[src/rtl/draw_sched_pkg.sv]
`default_nettype none
// +-----------------------------------------------------------------------+
// | Module   : draw_sched_pkg                                              |
// | Brief    : Shared types and default sizes for the frame-synchronous    |
// |            draw configuration scheduler.                               |
// | Revision : 1.0 - initial release                                       |
// +-----------------------------------------------------------------------+
package draw_sched_pkg;

   // Scheduler phases: wait for a request, hold it until vblank, publish it.
   typedef enum logic [1:0] {
      IDLE    = 2'd0,
      PENDING = 2'd1,
      COMMIT  = 2'd2
   } sched_state_t;

   localparam int                   N_REQ_DEF   = 3;
   localparam int                   CFG_W_DEF   = 12;
   localparam logic [CFG_W_DEF-1:0] CFG_RST_DEF = 12'h888;
   localparam int                   CNT_W_DEF   = 16;

endpackage : draw_sched_pkg
`default_nettype wire

[src/rtl/rr_arbiter.sv]
`default_nettype none
// +-----------------------------------------------------------------------+
// | Module   : rr_arbiter                                                  |
// | Brief    : Combinational arbiter returning a one-hot grant and the     |
// |            winner index. Round-robin from ptr by default; lowest index |
// |            wins when DRAW_SCHED_FIXED_PRIO_EN is defined.              |
// | Revision : 1.0 - initial release                                       |
// +-----------------------------------------------------------------------+
module rr_arbiter #(
   parameter int N     = 3,
   parameter int IDX_W = (N > 1) ? $clog2(N) : 1
) (
   input  logic [N-1:0]     req,
   input  logic [IDX_W-1:0] ptr,
   input  logic             enable,
   output logic [N-1:0]     grant,
   output logic [IDX_W-1:0] winner
);

`ifdef DRAW_SCHED_FIXED_PRIO_EN
   // The pointer has no meaning under fixed priority.
   logic unused_ptr;
   assign unused_ptr = ^ptr;

   // Lowest-index requester wins; the descending scan lets the lowest one overwrite.
   always_comb begin
      grant  = '0;
      winner = '0;
      for (int i = N - 1; i >= 0; i--) begin
         if (enable && req[i]) begin
            grant    = '0;
            grant[i] = 1'b1;
            winner   = IDX_W'(i);
         end
      end
   end
`else
   // Round-robin: lowest requester at or above ptr, else lowest requester below ptr.
   // The second scan runs last so the at-or-above region overrides the wrap region.
   always_comb begin
      grant  = '0;
      winner = '0;
      for (int i = N - 1; i >= 0; i--) begin
         if (enable && req[i] && (IDX_W'(i) < ptr)) begin
            grant    = '0;
            grant[i] = 1'b1;
            winner   = IDX_W'(i);
         end
      end
      for (int i = N - 1; i >= 0; i--) begin
         if (enable && req[i] && (IDX_W'(i) >= ptr)) begin
            grant    = '0;
            grant[i] = 1'b1;
            winner   = IDX_W'(i);
         end
      end
   end
`endif

endmodule : rr_arbiter
`default_nettype wire

[src/rtl/draw_frame_sched.sv]
`default_nettype none
// +-----------------------------------------------------------------------+
// | Module   : draw_frame_sched                                            |
// | Brief    : Accepts one draw-configuration update at a time from        |
// |            N_REQ requesters and applies it only at the start of        |
// |            vertical blanking, so the fill colour never changes         |
// |            mid-frame. Also counts frames (vblnk rising edges).         |
// |            Build option DRAW_SCHED_FIXED_PRIO_EN selects fixed         |
// |            lowest-index priority instead of round-robin.               |
// | Revision : 1.0 - initial release                                       |
// +-----------------------------------------------------------------------+
module draw_frame_sched
   import draw_sched_pkg::*;
#(
   parameter int               N_REQ   = N_REQ_DEF,
   parameter int               CFG_W   = CFG_W_DEF,
   parameter logic [CFG_W-1:0] CFG_RST = CFG_W'(CFG_RST_DEF),
   parameter int               CNT_W   = CNT_W_DEF
) (
   input  logic                   clk,
   input  logic                   rst_n,
   input  logic                   vblnk,
   input  logic [N_REQ-1:0]       req,
   input  logic [N_REQ*CFG_W-1:0] req_cfg,
   output logic [N_REQ-1:0]       gnt,
   output logic [N_REQ-1:0]       done,
   output logic [CFG_W-1:0]       cfg,
   output logic                   cfg_upd,
   output logic [CNT_W-1:0]       frame_cnt
);

   localparam int IDX_W = (N_REQ > 1) ? $clog2(N_REQ) : 1;

   sched_state_t     state_q,     state_d;
   logic             vblnk_dly_q;
   logic [CNT_W-1:0] frame_cnt_q, frame_cnt_d;
   logic [CFG_W-1:0] cfg_q,       cfg_d;
   logic             cfg_upd_q,   cfg_upd_d;
   logic [N_REQ-1:0] gnt_q,       gnt_d;
   logic [N_REQ-1:0] done_q,      done_d;
   logic [CFG_W-1:0] pend_cfg_q,  pend_cfg_d;
   logic [IDX_W-1:0] pend_id_q,   pend_id_d;

   logic             vs_rise;
   logic [N_REQ-1:0] arb_grant;
   logic [IDX_W-1:0] arb_win;
   logic [IDX_W-1:0] arb_ptr;
   logic [CFG_W-1:0] sel_cfg;

   assign vs_rise = vblnk & ~vblnk_dly_q;

   rr_arbiter #(
      .N     (N_REQ),
      .IDX_W (IDX_W)
   ) u_arb (
      .req    (req),
      .ptr    (arb_ptr),
      .enable (state_q == IDLE),
      .grant  (arb_grant),
      .winner (arb_win)
   );

`ifdef DRAW_SCHED_FIXED_PRIO_EN
   assign arb_ptr = '0;
`else
   logic [IDX_W-1:0] ptr_q, ptr_d;

   assign arb_ptr = ptr_q;

   // Advance the round-robin pointer just past each winner.
   always_comb begin
      ptr_d = ptr_q;
      if (|arb_grant) begin
         ptr_d = (arb_win == IDX_W'(N_REQ - 1)) ? '0 : arb_win + 1'b1;
      end
   end

   // Round-robin pointer register.
   always_ff @(posedge clk) begin
      if (!rst_n) begin
         ptr_q <= '0;
      end else begin
         ptr_q <= ptr_d;
      end
   end
`endif

   // Pick the winner's config slice; req_cfg is only looked at in the grant cycle.
   always_comb begin
      sel_cfg = '0;
      for (int i = 0; i < N_REQ; i++) begin
         if (arb_grant[i]) begin
            sel_cfg = req_cfg[i*CFG_W +: CFG_W];
         end
      end
   end

   // Next-state, pending-slot and output pulse logic of the scheduler.
   always_comb begin
      state_d     = state_q;
      frame_cnt_d = frame_cnt_q;
      cfg_d       = cfg_q;
      cfg_upd_d   = 1'b0;
      gnt_d       = '0;
      done_d      = '0;
      pend_cfg_d  = pend_cfg_q;
      pend_id_d   = pend_id_q;

      // Frame counting runs independently of the update flow.
      if (vs_rise) begin
         frame_cnt_d = frame_cnt_q + 1'b1;
      end

      case (state_q)
         IDLE: begin
            // A vs_rise in this cycle is ignored: the new update waits a full frame.
            if (|arb_grant) begin
               gnt_d      = arb_grant;
               pend_cfg_d = sel_cfg;
               pend_id_d  = arb_win;
               state_d    = PENDING;
            end
         end
         PENDING: begin
            if (vs_rise) begin
               cfg_d     = pend_cfg_q;
               cfg_upd_d = 1'b1;
               for (int i = 0; i < N_REQ; i++) begin
                  done_d[i] = (pend_id_q == IDX_W'(i));
               end
               state_d = COMMIT;
            end
         end
         COMMIT: begin
            // Output pulses are visible this cycle; no grant until back in IDLE.
            state_d = IDLE;
         end
         default: begin
            state_d = IDLE;
         end
      endcase
   end

   // Single register stage for state, pending slot and all outputs.
   always_ff @(posedge clk) begin
      if (!rst_n) begin
         state_q     <= IDLE;
         vblnk_dly_q <= 1'b0;
         frame_cnt_q <= '0;
         cfg_q       <= CFG_RST;
         cfg_upd_q   <= 1'b0;
         gnt_q       <= '0;
         done_q      <= '0;
         pend_cfg_q  <= '0;
         pend_id_q   <= '0;
      end else begin
         state_q     <= state_d;
         vblnk_dly_q <= vblnk;
         frame_cnt_q <= frame_cnt_d;
         cfg_q       <= cfg_d;
         cfg_upd_q   <= cfg_upd_d;
         gnt_q       <= gnt_d;
         done_q      <= done_d;
         pend_cfg_q  <= pend_cfg_d;
         pend_id_q   <= pend_id_d;
      end
   end

   assign gnt       = gnt_q;
   assign done      = done_q;
   assign cfg       = cfg_q;
   assign cfg_upd   = cfg_upd_q;
   assign frame_cnt = frame_cnt_q;

endmodule : draw_frame_sched
`default_nettype wire
[config.mk]
export PLATFORM = sky130hd
export DESIGN_NAME = draw_frame_sched
export DESIGN_NICKNAME = d
export VERILOG_FILES = /design/src/rtl/draw_sched_pkg.sv /design/src/rtl/rr_arbiter.sv /design/src/rtl/draw_frame_sched.sv
export SDC_FILE = /design/constraint.sdc
export NUM_CORES = 1
export LEC_CHECK = 0
export CAP_MARGIN = 15
export CORE_MARGIN = 1
export CORE_UTILIZATION = 48
export CTS_CLUSTER_SIZE = 8
export DETAILED_ROUTE_END_ITERATION = 8
export PLACE_DENSITY_LB_ADDON = 0.05
export SLEW_MARGIN = 20
export SYNTH_ARGS = -nofsm -noshare
export SYNTH_HDL_FRONTEND = slang
export SYNTH_SLANG_ARGS = --single-unit
[constraint.sdc]
create_clock -name clk -period 3.8 [get_ports clk]
set_input_delay 0.76 -clock clk [delete_from_list [all_inputs] [get_ports clk]]
set_output_delay 0.76 -clock clk [all_outputs]
set_load 0.03 [all_outputs]
==> report_table.html, run 1 <==
<table>
<tr><th>Metric</th><th>Value</th></tr>
<tr><th colspan="2">STA</th></tr>
<tr><td>Worst-case clock skew</td><td>0.00673 ns</td></tr>
<tr><td>Worst slack on hold paths</td><td>0.457 ns</td></tr>
<tr><td>Final count of hold timing violations</td><td>0</td></tr>
<tr><td>Unrepaired setup endpoints after global routing</td><td>false</td></tr>
<tr><td>Count of pins over their slew limit</td><td>0</td></tr>
<tr><td>Worst slew pin tran</td><td>0.536 ns</td></tr>
<tr><td>Worst rel slew slack</td><td>64.3%</td></tr>
<tr><td>Final setup TNS</td><td>0 ns</td></tr>
<tr><td>Total setup violations reported at the end of the flow</td><td>0</td></tr>
<tr><td>Achievable clock frequency</td><td>431 MHz</td></tr>
<tr><td>Period utilisation layout</td><td>61.1%</td></tr>
<tr><td>Final worst path period need</td><td>2.32 ns</td></tr>
<tr><th colspan="2">Clock network</th></tr>
<tr><td>Clk slew on worst S/H paths</td><td>0.09 ns</td></tr>
<tr><td>Hold buffer count at CTS</td><td>0</td></tr>
<tr><td>Number of clock sinks</td><td>54</td></tr>
<tr><td>Worst-case clock buffer depth</td><td>2</td></tr>
<tr><td>Number of levels in the clock H-tree</td><td>2</td></tr>
<tr><td>Post CTS Setup Buffer Count</td><td>0</td></tr>
<tr><td>Clock insertion delay at the later pin of the skew report</td><td>0.30 ns</td></tr>
<tr><td>TritonCTS clock tree</td><td>built</td></tr>
<tr><td>Total clock buffers created by CTS</td><td>5</td></tr>
<tr><td>CTS root buffer</td><td>sky130_fd_sc_hd__clkbuf_8</td></tr>
<tr><td>Post-CTS sizing</td><td>0</td></tr>
<tr><th colspan="2">Yosys</th></tr>
<tr><td>Share of synthesized cell area in full adder, half adder and majority cells</td><td>0.574%</td></tr>
<tr><td>Simple-gate share of the synthesized area</td><td>21.4%</td></tr>
<tr><td>Total number of yosys warnings</td><td>0</td></tr>
<tr><td>Number of storage elements in the synthesis netlist</td><td>54</td></tr>
<tr><td>Most used flip-flop cell after synthesis</td><td>sky130_fd_sc_hd__dfxtp_1</td></tr>
<tr><td>Number of synthesized flops with an enable pin</td><td>0</td></tr>
<tr><td>Average cell area after synthesis</td><td>9.44 um^2</td></tr>
<tr><td>Cell with the most instances after synthesis</td><td>sky130_fd_sc_hd__dfxtp_1</td></tr>
<tr><td>Post-synth top area cell</td><td>sky130_fd_sc_hd__dfxtp_1</td></tr>
<tr><td>Top cells by area, synth</td><td>sky130_fd_sc_hd__dfxtp_1 (50%), sky130_fd_sc_hd__nand2_1 (6.7%), sky130_fd_sc_hd__a221o_1 (5.5%), sky130_fd_sc_hd__a21oi_1 (4.6%), sky130_fd_sc_hd__a22o_1 (4.4%)</td></tr>
<tr><td>Syn Inst Count</td><td>231</td></tr>
<tr><td>Synthesized-area fraction occupied by xor and xnor cells</td><td>3.61%</td></tr>
<tr><td>Fraction of synthesized area in multiplexers</td><td>0.918%</td></tr>
<tr><td>Top-area cell type share of the netlist area</td><td>49.6%</td></tr>
<tr><td>Post-synthesis cell area</td><td>2180 um^2</td></tr>
<tr><td>Post-synthesis sequential area ratio</td><td>49.6%</td></tr>
<tr><td>Count of different cell masters after synthesis</td><td>45</td></tr>
<tr><td>Share of the synthesized area in compound gates (AO/OA/AOI/OAI)</td><td>20.4%</td></tr>
<tr><td>Post-synthesis net count</td><td>274</td></tr>
<tr><td>Proportion of synthesized flip-flops having asynchronous set or reset</td><td>0%</td></tr>
<tr><td>Dominant combinational cell family by area after synthesis</td><td>simple AND/OR/NAND/NOR gates</td></tr>
<tr><td>Top cell types by occurrence after synthesis</td><td>sky130_fd_sc_hd__dfxtp_1 (54), sky130_fd_sc_hd__nand2_1 (39), sky130_fd_sc_hd__a21oi_1 (20)</td></tr>
<tr><th colspan="2">Layout</th></tr>
<tr><td>Nets@finish</td><td>347</td></tr>
<tr><td>Design area</td><td>3070 um^2</td></tr>
<tr><td>Synthesis-to-finish area growth</td><td>40.7%</td></tr>
<tr><td>Layout cells sized above 1</td><td>5.92%</td></tr>
<tr><td>Final core utilization</td><td>70.5%</td></tr>
<tr><td>Number of antenna repair diodes</td><td>0</td></tr>
<tr><th colspan="2">Hold path</th></tr>
<tr><td>Worst min-delay path endpoint</td><td>cfg[2]</td></tr>
<tr><td>Min-delay src</td><td>cfg[2]</td></tr>
<tr><td>Hold Path Stages</td><td>2</td></tr>
<tr><td>Class of the worst hold path</td><td>reg -&gt; reg</td></tr>
<tr><th colspan="2">Flow run</th></tr>
<tr><td>Number of max-cap violations</td><td>0</td></tr>
<tr><th colspan="2">Place</th></tr>
<tr><td>Final weighted congestion in routability-driven placement</td><td>0.867</td></tr>
<tr><td>Number of buffer cells added on primary ports</td><td>76</td></tr>
<tr><td>Cell area after placement</td><td>2960 um^2</td></tr>
<tr><td>Half-perimeter wire length after placement</td><td>3.63 mm</td></tr>
<tr><th colspan="2">Floorplanning</th></tr>
<tr><td>Floorplan die area</td><td>4820 um^2</td></tr>
<tr><td>Chip Width</td><td>69.4 um</td></tr>
<tr><td>Height of the die</td><td>69.4 um</td></tr>
<tr><td>Count of standard-cell rows</td><td>24</td></tr>
<tr><td>Starting utilization of the core area</td><td>50.1%</td></tr>
<tr><td>Core area</td><td>4350 um^2</td></tr>
<tr><td>I/O pin count</td><td>77</td></tr>
<tr><th colspan="2">Route</th></tr>
<tr><td>First-pass iteration count of the detailed router</td><td>4</td></tr>
<tr><td>Residual antenna-violating net count after detailed routing</td><td>0</td></tr>
<tr><td>Routed length per instance</td><td>13.8 um</td></tr>
<tr><td>Number of DRC violations after detailed-routing iteration 0</td><td>53</td></tr>
<tr><td>Final routed DRC violation total</td><td>0</td></tr>
<tr><td>Total number of vias</td><td>1,985</td></tr>
<tr><td>Sum of routed wire length over all layers</td><td>4.90 mm</td></tr>
<tr><td>Number of vias per cell</td><td>5.58</td></tr>
<tr><th colspan="2">Critical path</th></tr>
<tr><td>Count of cells along the worst register-to-register path</td><td>4</td></tr>
<tr><td>Maximum net fanout on the critical path</td><td>12</td></tr>
<tr><td>List of cells traversed by the critical path</td><td>clkdlybuf4s50_1, nor3b_2, o2111a_1, a22o_1, a221o_1</td></tr>
<tr><td>Longest individual stage delay on the worst path</td><td>0.68 ns</td></tr>
<tr><td>Reg-to-reg startpoint</td><td>vblnk_dly_q</td></tr>
<tr><td>Crit path launch type</td><td>primary input</td></tr>
<tr><td>CP Class</td><td>in -&gt; reg</td></tr>
<tr><td>Cell with the largest stage delay on the worst path</td><td>sky130_fd_sc_hd__clkdlybuf4s50_1</td></tr>
<tr><td>Endpoint type of the worst setup path</td><td>register</td></tr>
<tr><td>Worst endpoint required time</td><td>4.04 ns</td></tr>
<tr><td>Arrival time worst endpoint</td><td>2.57 ns</td></tr>
<tr><td>Reg2reg setup slack</td><td>2.14 ns</td></tr>
<tr><td>End of the worst register-to-register path</td><td>done[2]</td></tr>
<tr><th colspan="2">Power</th></tr>
<tr><td>Maximum vdd ir drop</td><td>0.200 mV</td></tr>
<tr><td>PD cells</td><td>380 nW/um^2</td></tr>
<tr><td>P_leak</td><td>1.15 nW</td></tr>
<tr><th colspan="2">GRT</th></tr>
<tr><td>Via count of the first global-routing pass</td><td>1,774</td></tr>
<tr><td>Total track usage</td><td>20.7%</td></tr>
<tr><td>Initial antenna violation count</td><td>0</td></tr>
<tr><td>Largest net degree at the start of global routing</td><td>30</td></tr>
<tr><td>Gr ovfl total</td><td>0</td></tr>
<tr><td>Wire length of the first global-routing pass</td><td>7.94 mm</td></tr>
<tr><th colspan="2">Run status</th></tr>
<tr><td>Result of the run</td><td>finished, final reports clean</td></tr>
</table>
-- through the flow --
step	setup WS, ns	total power (W)	std cells
2_1_floorplan	1.89	0.000713	231
3_3_place_gp	1.22	0.000789	349
3_5_place_dp	1.16	0.000792	349
4_1_cts	1.48	0.00118	356
5_1_grt	1.38	0.00121	356
6_report	1.48	0.00117	356
-- registers in the layout (all words and copies together), names as in the netlist --
name         cells
arb_ptr          2
cfg_upd          1
gnt              3
pend_id_q        2
frame_cnt       16
cfg             12
state_q          2
vblnk_dly_q      1
done             3
pend_cfg_q      12
-- worst max-delay path, delay by kind of cell --
| family | cells | cell delay [ns] |
|---|---|---|
| AO/OA/AOI/OAI | 3 | 0.79 |
| buffers and inverters | 1 | 0.68 |
| AND/OR/NAND/NOR | 1 | 0.33 |
-- placed cells by master, fill, tap and decap left out, types with 3 or more instances in the layout --
cell / instances
sky130_fd_sc_hd__clkdlybuf4s50_1: 76
sky130_fd_sc_hd__dfxtp_1: 54
sky130_fd_sc_hd__nand2_1: 39
sky130_fd_sc_hd__a21oi_1: 20
sky130_fd_sc_hd__nor2_1: 12
sky130_fd_sc_hd__a221o_1: 12
sky130_fd_sc_hd__a22o_1: 11
sky130_fd_sc_hd__nand3_1: 9
sky130_fd_sc_hd__xor2_1: 7
sky130_fd_sc_hd__clkbuf_8: 6
sky130_fd_sc_hd__nand4_1: 4
sky130_fd_sc_hd__nand2b_1: 3
sky130_fd_sc_hd__o21ai_0: 3
sky130_fd_sc_hd__inv_1: 3
sky130_fd_sc_hd__o31ai_1: 3
sky130_fd_sc_hd__or4_1: 3
sky130_fd_sc_hd__a21o_1: 3
-- area by class of cell --
class	count	area, um^2
Clock inverter	1	30.0
Clock buffer	6	82.6
Inverter	3	11.3
Sequential cell	54	1080
Multi-Input combinational cell	162	1020
Timing Repair Buffer	78	776
Fill cell	373	1280
Tap cell	52	65.1
-- layer usage --
layer	wire (um)	global-route usage, %	vias to the layer above
met2	2410	36.5	69
met3	293	5.96	6
li1	-	-	989
met5	0	0	-
met4	57	6.58	0
met1	2140	23.9	921
-- power by group --
group	switching [W]	total (W)	internal, W
logic	0.0000750	0.000163	0.0000875
clock network	0.000177	0.000388	0.000211
registers	0.0000212	0.000616	0.000595
-- worst max path at each step --
stage	from	endpoint	depth (start not counted)	slack, ns
final	rst_n	pend_cfg_q[8]	5	1.48
after global routing	req[0]	pend_cfg_q[1]	5	1.38
after CTS	rst_n	pend_cfg_q[1]	5	1.48
after detailed placement	rst_n	pend_cfg_q[1]	5	1.16
after global placement	req[0]	pend_cfg_q[10]	5	1.22
after floorplan	rst_n	pend_cfg_q[10]	6	1.89
-- kinds of logic after synthesis --
family / Yosys count
AO/OA/AOI/OAI: 60
adder cells (fa/ha/maj): 1
AND/OR/NAND/NOR: 90
multiplexers: 2
buffers and inverters: 15
XOR/XNOR: 9
flip-flops: 54
(Power assumes the default switching activity.)
==> run 2, diff against run 1 <==
--- a/config.mk
+++ b/config.mk
@@ -7,7 +7,7 @@
 export LEC_CHECK = 0
 export CAP_MARGIN = 15
 export CORE_MARGIN = 1
-export CORE_UTILIZATION = 48
+export CORE_UTILIZATION = 40
 export CTS_CLUSTER_SIZE = 8
 export DETAILED_ROUTE_END_ITERATION = 8
 export PLACE_DENSITY_LB_ADDON = 0.05
==> constraint.sdc (replaced) <==
create_clock -name clk -period 2 [get_ports clk]
set_input_delay 0.4 -clock clk [delete_from_list [all_inputs] [get_ports clk]]
set_output_delay 0.4 -clock clk [all_outputs]
set_load 0.03 [all_outputs]
==> run 2 against run 1 <==
Effect of this change:
- worst hold slack better by 0.00093 ns
- flip-flop and latch count unchanged
- register-to-register slack got worse by 1.7 ns
- critical endpoint is now frame_cnt[11]
- setup slack got worse by 1.4 ns
- highest routed layer unchanged
- die area grew 19%
- final cell count rose by 10%
- wire length grew 6.9%
==> report_table.html, run 2 (synthesis results as in run 1) <==
<table>
<tr><th>Metric</th><th>Value</th></tr>
<tr><th colspan="2">Power</th></tr>
<tr><td>Comb pwr share</td><td>16.1% (+2.2 points)</td></tr>
<tr><td>Switching component of the power</td><td>0.000532 W (+94%)</td></tr>
<tr><td>Fraction of power spent switching nets</td><td>24.9% (+1.4 points)</td></tr>
<tr><td>Maximum vdd ir drop</td><td>0.512 mV (+160%)</td></tr>
<tr><td>Share of total power in sequential cells</td><td>54.7% (+1.9 points)</td></tr>
<tr><td>Proportion of power drawn by the clock network</td><td>29.2% (-4.1 points)</td></tr>
<tr><td>P_leak</td><td>1.24 nW (+7.3%)</td></tr>
<tr><td>Cell-internal power</td><td>0.00161 W (+80%)</td></tr>
<tr><td>PD cells</td><td>661 nW/um^2 (+74%)</td></tr>
<tr><td>Post-layout total power</td><td>0.00214 W (+83%)</td></tr>
<tr><th colspan="2">Clock network</th></tr>
<tr><td>CTS root buffer</td><td>sky130_fd_sc_hd__clkbuf_8</td></tr>
<tr><td>Clk slew on worst S/H paths</td><td>0.09 ns (about the same)</td></tr>
<tr><td>TritonCTS clock tree</td><td>built</td></tr>
<tr><td>Worst-case clock buffer depth</td><td>2 (unchanged)</td></tr>
<tr><td>Hold buffer count at CTS</td><td>0 (unchanged)</td></tr>
<tr><td>Clock insertion delay at the later pin of the skew report</td><td>0.31 ns (about the same)</td></tr>
<tr><td>Number of levels in the clock H-tree</td><td>2 (unchanged)</td></tr>
<tr><td>Number of clock sinks</td><td>54 (unchanged)</td></tr>
<tr><td>Post CTS Setup Buffer Count</td><td>0 (unchanged)</td></tr>
<tr><td>Total clock buffers created by CTS</td><td>5 (unchanged)</td></tr>
<tr><td>Post-CTS sizing</td><td>0 (unchanged)</td></tr>
<tr><th colspan="2">Layout</th></tr>
<tr><td>Most frequent standard cell in the layout excluding fill and tap cells</td><td>sky130_fd_sc_hd__clkdlybuf4s50_1</td></tr>
<tr><td>Number of antenna repair diodes</td><td>0 (unchanged)</td></tr>
<tr><td>Commonest cells after routing, fill and taps aside</td><td>sky130_fd_sc_hd__clkdlybuf4s50_1 (76), sky130_fd_sc_hd__dfxtp_1 (54), sky130_fd_sc_hd__nand2_1 (39), sky130_fd_sc_hd__a21oi_1 (20), sky130_fd_sc_hd__buf_4 (16)</td></tr>
<tr><td>Largest register FFs</td><td>16 (unchanged)</td></tr>
<tr><td>Synthesis-to-finish area growth</td><td>48.4%</td></tr>
<tr><td>Layout cells sized above 1</td><td>10.9% (+4.9 points)</td></tr>
<tr><td>Nets@finish</td><td>364 (+4.9%)</td></tr>
<tr><td>Design area</td><td>3240 um^2 (+5.4%)</td></tr>
<tr><td>Final std cells w/o fill</td><td>392 (+10%)</td></tr>
<tr><th colspan="2">GRT</th></tr>
<tr><td>Total track usage</td><td>19.1% (-1.6 points)</td></tr>
<tr><td>Wire length of the first global-routing pass</td><td>8.16 mm (+2.7%)</td></tr>
<tr><td>Fraction of met2 tracks used by global routing</td><td>31.4% (-5.1 points)</td></tr>
<tr><td>Largest net degree at the start of global routing</td><td>30 (unchanged)</td></tr>
<tr><td>Met1 routing resource usage after global routing</td><td>24.4% (+0.51 points)</td></tr>
<tr><td>Gr ovfl total</td><td>0 (unchanged)</td></tr>
<tr><td>Initial antenna violation count</td><td>0 (unchanged)</td></tr>
<tr><td>Top Usage Layer GRT</td><td>met2</td></tr>
<tr><td>Met3 Track Usage GR</td><td>4.10% (-1.9 points)</td></tr>
<tr><td>Via count of the first global-routing pass</td><td>1,830 (+3.2%)</td></tr>
<tr><th colspan="2">Place</th></tr>
<tr><td>Number of buffer cells added on primary ports</td><td>76 (unchanged)</td></tr>
<tr><td>Count of placed standard cells including taps</td><td>384 (+10%)</td></tr>
<tr><td>Final weighted congestion in routability-driven placement</td><td>0.783 (-9.7%)</td></tr>
<tr><td>Half-perimeter wire length after placement</td><td>3.96 mm (+8.9%)</td></tr>
<tr><td>Cell area after placement</td><td>3140 um^2 (+6.3%)</td></tr>
<tr><th colspan="2">Critical path</th></tr>
<tr><td>Worst endpoint required time</td><td>1.60 ns (-2.44 ns)</td></tr>
<tr><td>Total buffers and inverters traversed by the critical path</td><td>1 (unchanged)</td></tr>
<tr><td>CP Class</td><td>reg -&gt; out</td></tr>
<tr><td>Arrival time worst endpoint</td><td>1.50 ns (-1.07 ns)</td></tr>
<tr><td>Crit path launch type</td><td>register</td></tr>
<tr><td>Gate family responsible for the most delay along the worst path</td><td>buffers and inverters</td></tr>
<tr><td>Maximum net fanout on the critical path</td><td>7 (-5)</td></tr>
<tr><td>Longest individual stage delay on the worst path</td><td>0.73 ns (+0.05 ns)</td></tr>
<tr><td>Cell with the largest stage delay on the worst path</td><td>sky130_fd_sc_hd__clkdlybuf4s50_1</td></tr>
<tr><td>Endpoint type of the worst setup path</td><td>output pin</td></tr>
<tr><td>List of cells traversed by the critical path</td><td>clkdlybuf4s50_1</td></tr>
<tr><th colspan="2">STA</th></tr>
<tr><td>Unrepaired setup endpoints after global routing</td><td>false</td></tr>
<tr><td>Final count of hold timing violations</td><td>0 (unchanged)</td></tr>
<tr><td>Worst slew pin tran</td><td>0.318 ns (-0.218 ns)</td></tr>
<tr><td>Achievable clock frequency</td><td>526 MHz</td></tr>
<tr><td>Worst-case clock skew</td><td>0.0103 ns (+0.00352 ns)</td></tr>
<tr><td>Final worst path period need</td><td>1.90 ns</td></tr>
<tr><td>Period utilisation layout</td><td>95.1%</td></tr>
<tr><td>Worst rel slew slack</td><td>78.3% (+14 points)</td></tr>
<tr><td>Total setup violations reported at the end of the flow</td><td>0 (unchanged)</td></tr>
<tr><td>Count of pins over their slew limit</td><td>0 (unchanged)</td></tr>
<tr><th colspan="2">Flow run</th></tr>
<tr><td>Number of max-cap violations</td><td>0 (unchanged)</td></tr>
<tr><th colspan="2">Route</th></tr>
<tr><td>Routed length per instance</td><td>13.4 um (-2.9%)</td></tr>
<tr><td>Final routed DRC violation total</td><td>0 (unchanged)</td></tr>
<tr><td>First-pass iteration count of the detailed router</td><td>4 (unchanged)</td></tr>
<tr><td>Sum of routed wire length over all layers</td><td>5.24 mm (+6.9%)</td></tr>
<tr><td>Total number of vias</td><td>1,998 (+0.65%)</td></tr>
<tr><td>Number of vias per cell</td><td>5.10 (-8.6%)</td></tr>
<tr><td>Number of DRC violations after detailed-routing iteration 0</td><td>82 (+55%)</td></tr>
<tr><td>Residual antenna-violating net count after detailed routing</td><td>0 (unchanged)</td></tr>
<tr><th colspan="2">Run status</th></tr>
<tr><td>Result of the run</td><td>finished, final reports clean</td></tr>
<tr><th colspan="2">Floorplanning</th></tr>
<tr><td>Floorplan die area</td><td>5750 um^2 (+19%)</td></tr>
<tr><td>Starting utilization of the core area</td><td>42.2% (-7.9 points)</td></tr>
<tr><td>Height of the die</td><td>75.8 um (+9.3%)</td></tr>
<tr><td>I/O pin count</td><td>77 (unchanged)</td></tr>
<tr><td>Chip Width</td><td>75.8 um (+9.3%)</td></tr>
<tr><td>Count of standard-cell rows</td><td>26 (+8.3%)</td></tr>
<tr><td>Core area</td><td>5170 um^2 (+19%)</td></tr>
<tr><th colspan="2">Hold path</th></tr>
<tr><td>Class of the worst hold path</td><td>reg -&gt; reg</td></tr>
</table>
==> run 2: changes by cell type in the layout (fill, tap and decap cells not counted) <==
| cell | before | now |
|---|---|---|
| sky130_fd_sc_hd__clkbuf_1 | 0 | 1 |
| sky130_fd_sc_hd__buf_4 | 2 | 16 |
| sky130_fd_sc_hd__buf_12 | 0 | 3 |
| sky130_fd_sc_hd__bufinv_16 | 1 | 0 |
| sky130_fd_sc_hd__clkinv_2 | 0 | 1 |
==> run 2: path summary, 6_finish.rpt <==
path / start / end / slack [ns] / depth (start not counted)
worst min-delay path: pend_cfg_q[1] / cfg[1] / 0.46 / 2
worst max-delay path: frame_cnt[11] / frame_cnt[11] / 0.1 / 1
worst max register to register: frame_cnt[0] / frame_cnt[14] / 0.42 / 5
worst min register to register: pend_cfg_q[1] / cfg[1] / 0.46 / 2
==> run 2: final cells by class <==
type / instances / area, um^2
Timing Repair Buffer: 95 / 941
Sequential cell: 54 / 1080
Clock inverter: 1 / 5.00
Clock buffer: 7 / 86.3
Multi-Input combinational cell: 162 / 1020
Tap cell: 70 / 87.6
Fill cell: 465 / 1940
Inverter: 3 / 11.3
==> run 2: power groups by stage <==
stage	Sequential [W]	Clock [W]	Combinational, W
after CTS	0.00117	0.000640	0.000349
after global placement	0.00119	0	0.000344
after global routing	0.00118	0.000680	0.000374
after floorplan	0.00122	0	0.000137
final	0.00117	0.000624	0.000345
after detailed placement	0.00119	0	0.000348
==> run 2: through the flow <==
stage               worst slack [ns]  hold WS (ns)  utilization (%)  TNS (ns)
floorplan                      0.266         0.432                -         0
global placement              0.0195         0.442             60.8         0
detailed placement          -0.00914         0.449             60.8   -0.0106
CTS                           0.0872         0.462             62.6         0
global route                  0.0334         0.474             62.6         0
finish                        0.0979         0.458             62.6         0
==> run 2: layer usage <==
| metal | vias up | routed length [um] |
|---|---|---|
| met4 | 0 | 67 |
| met2 | 43 | 2610 |
| met3 | 5 | 165 |
| met1 | 928 | 2400 |
| met5 | - | 0 |
| li1 | 1022 | - |
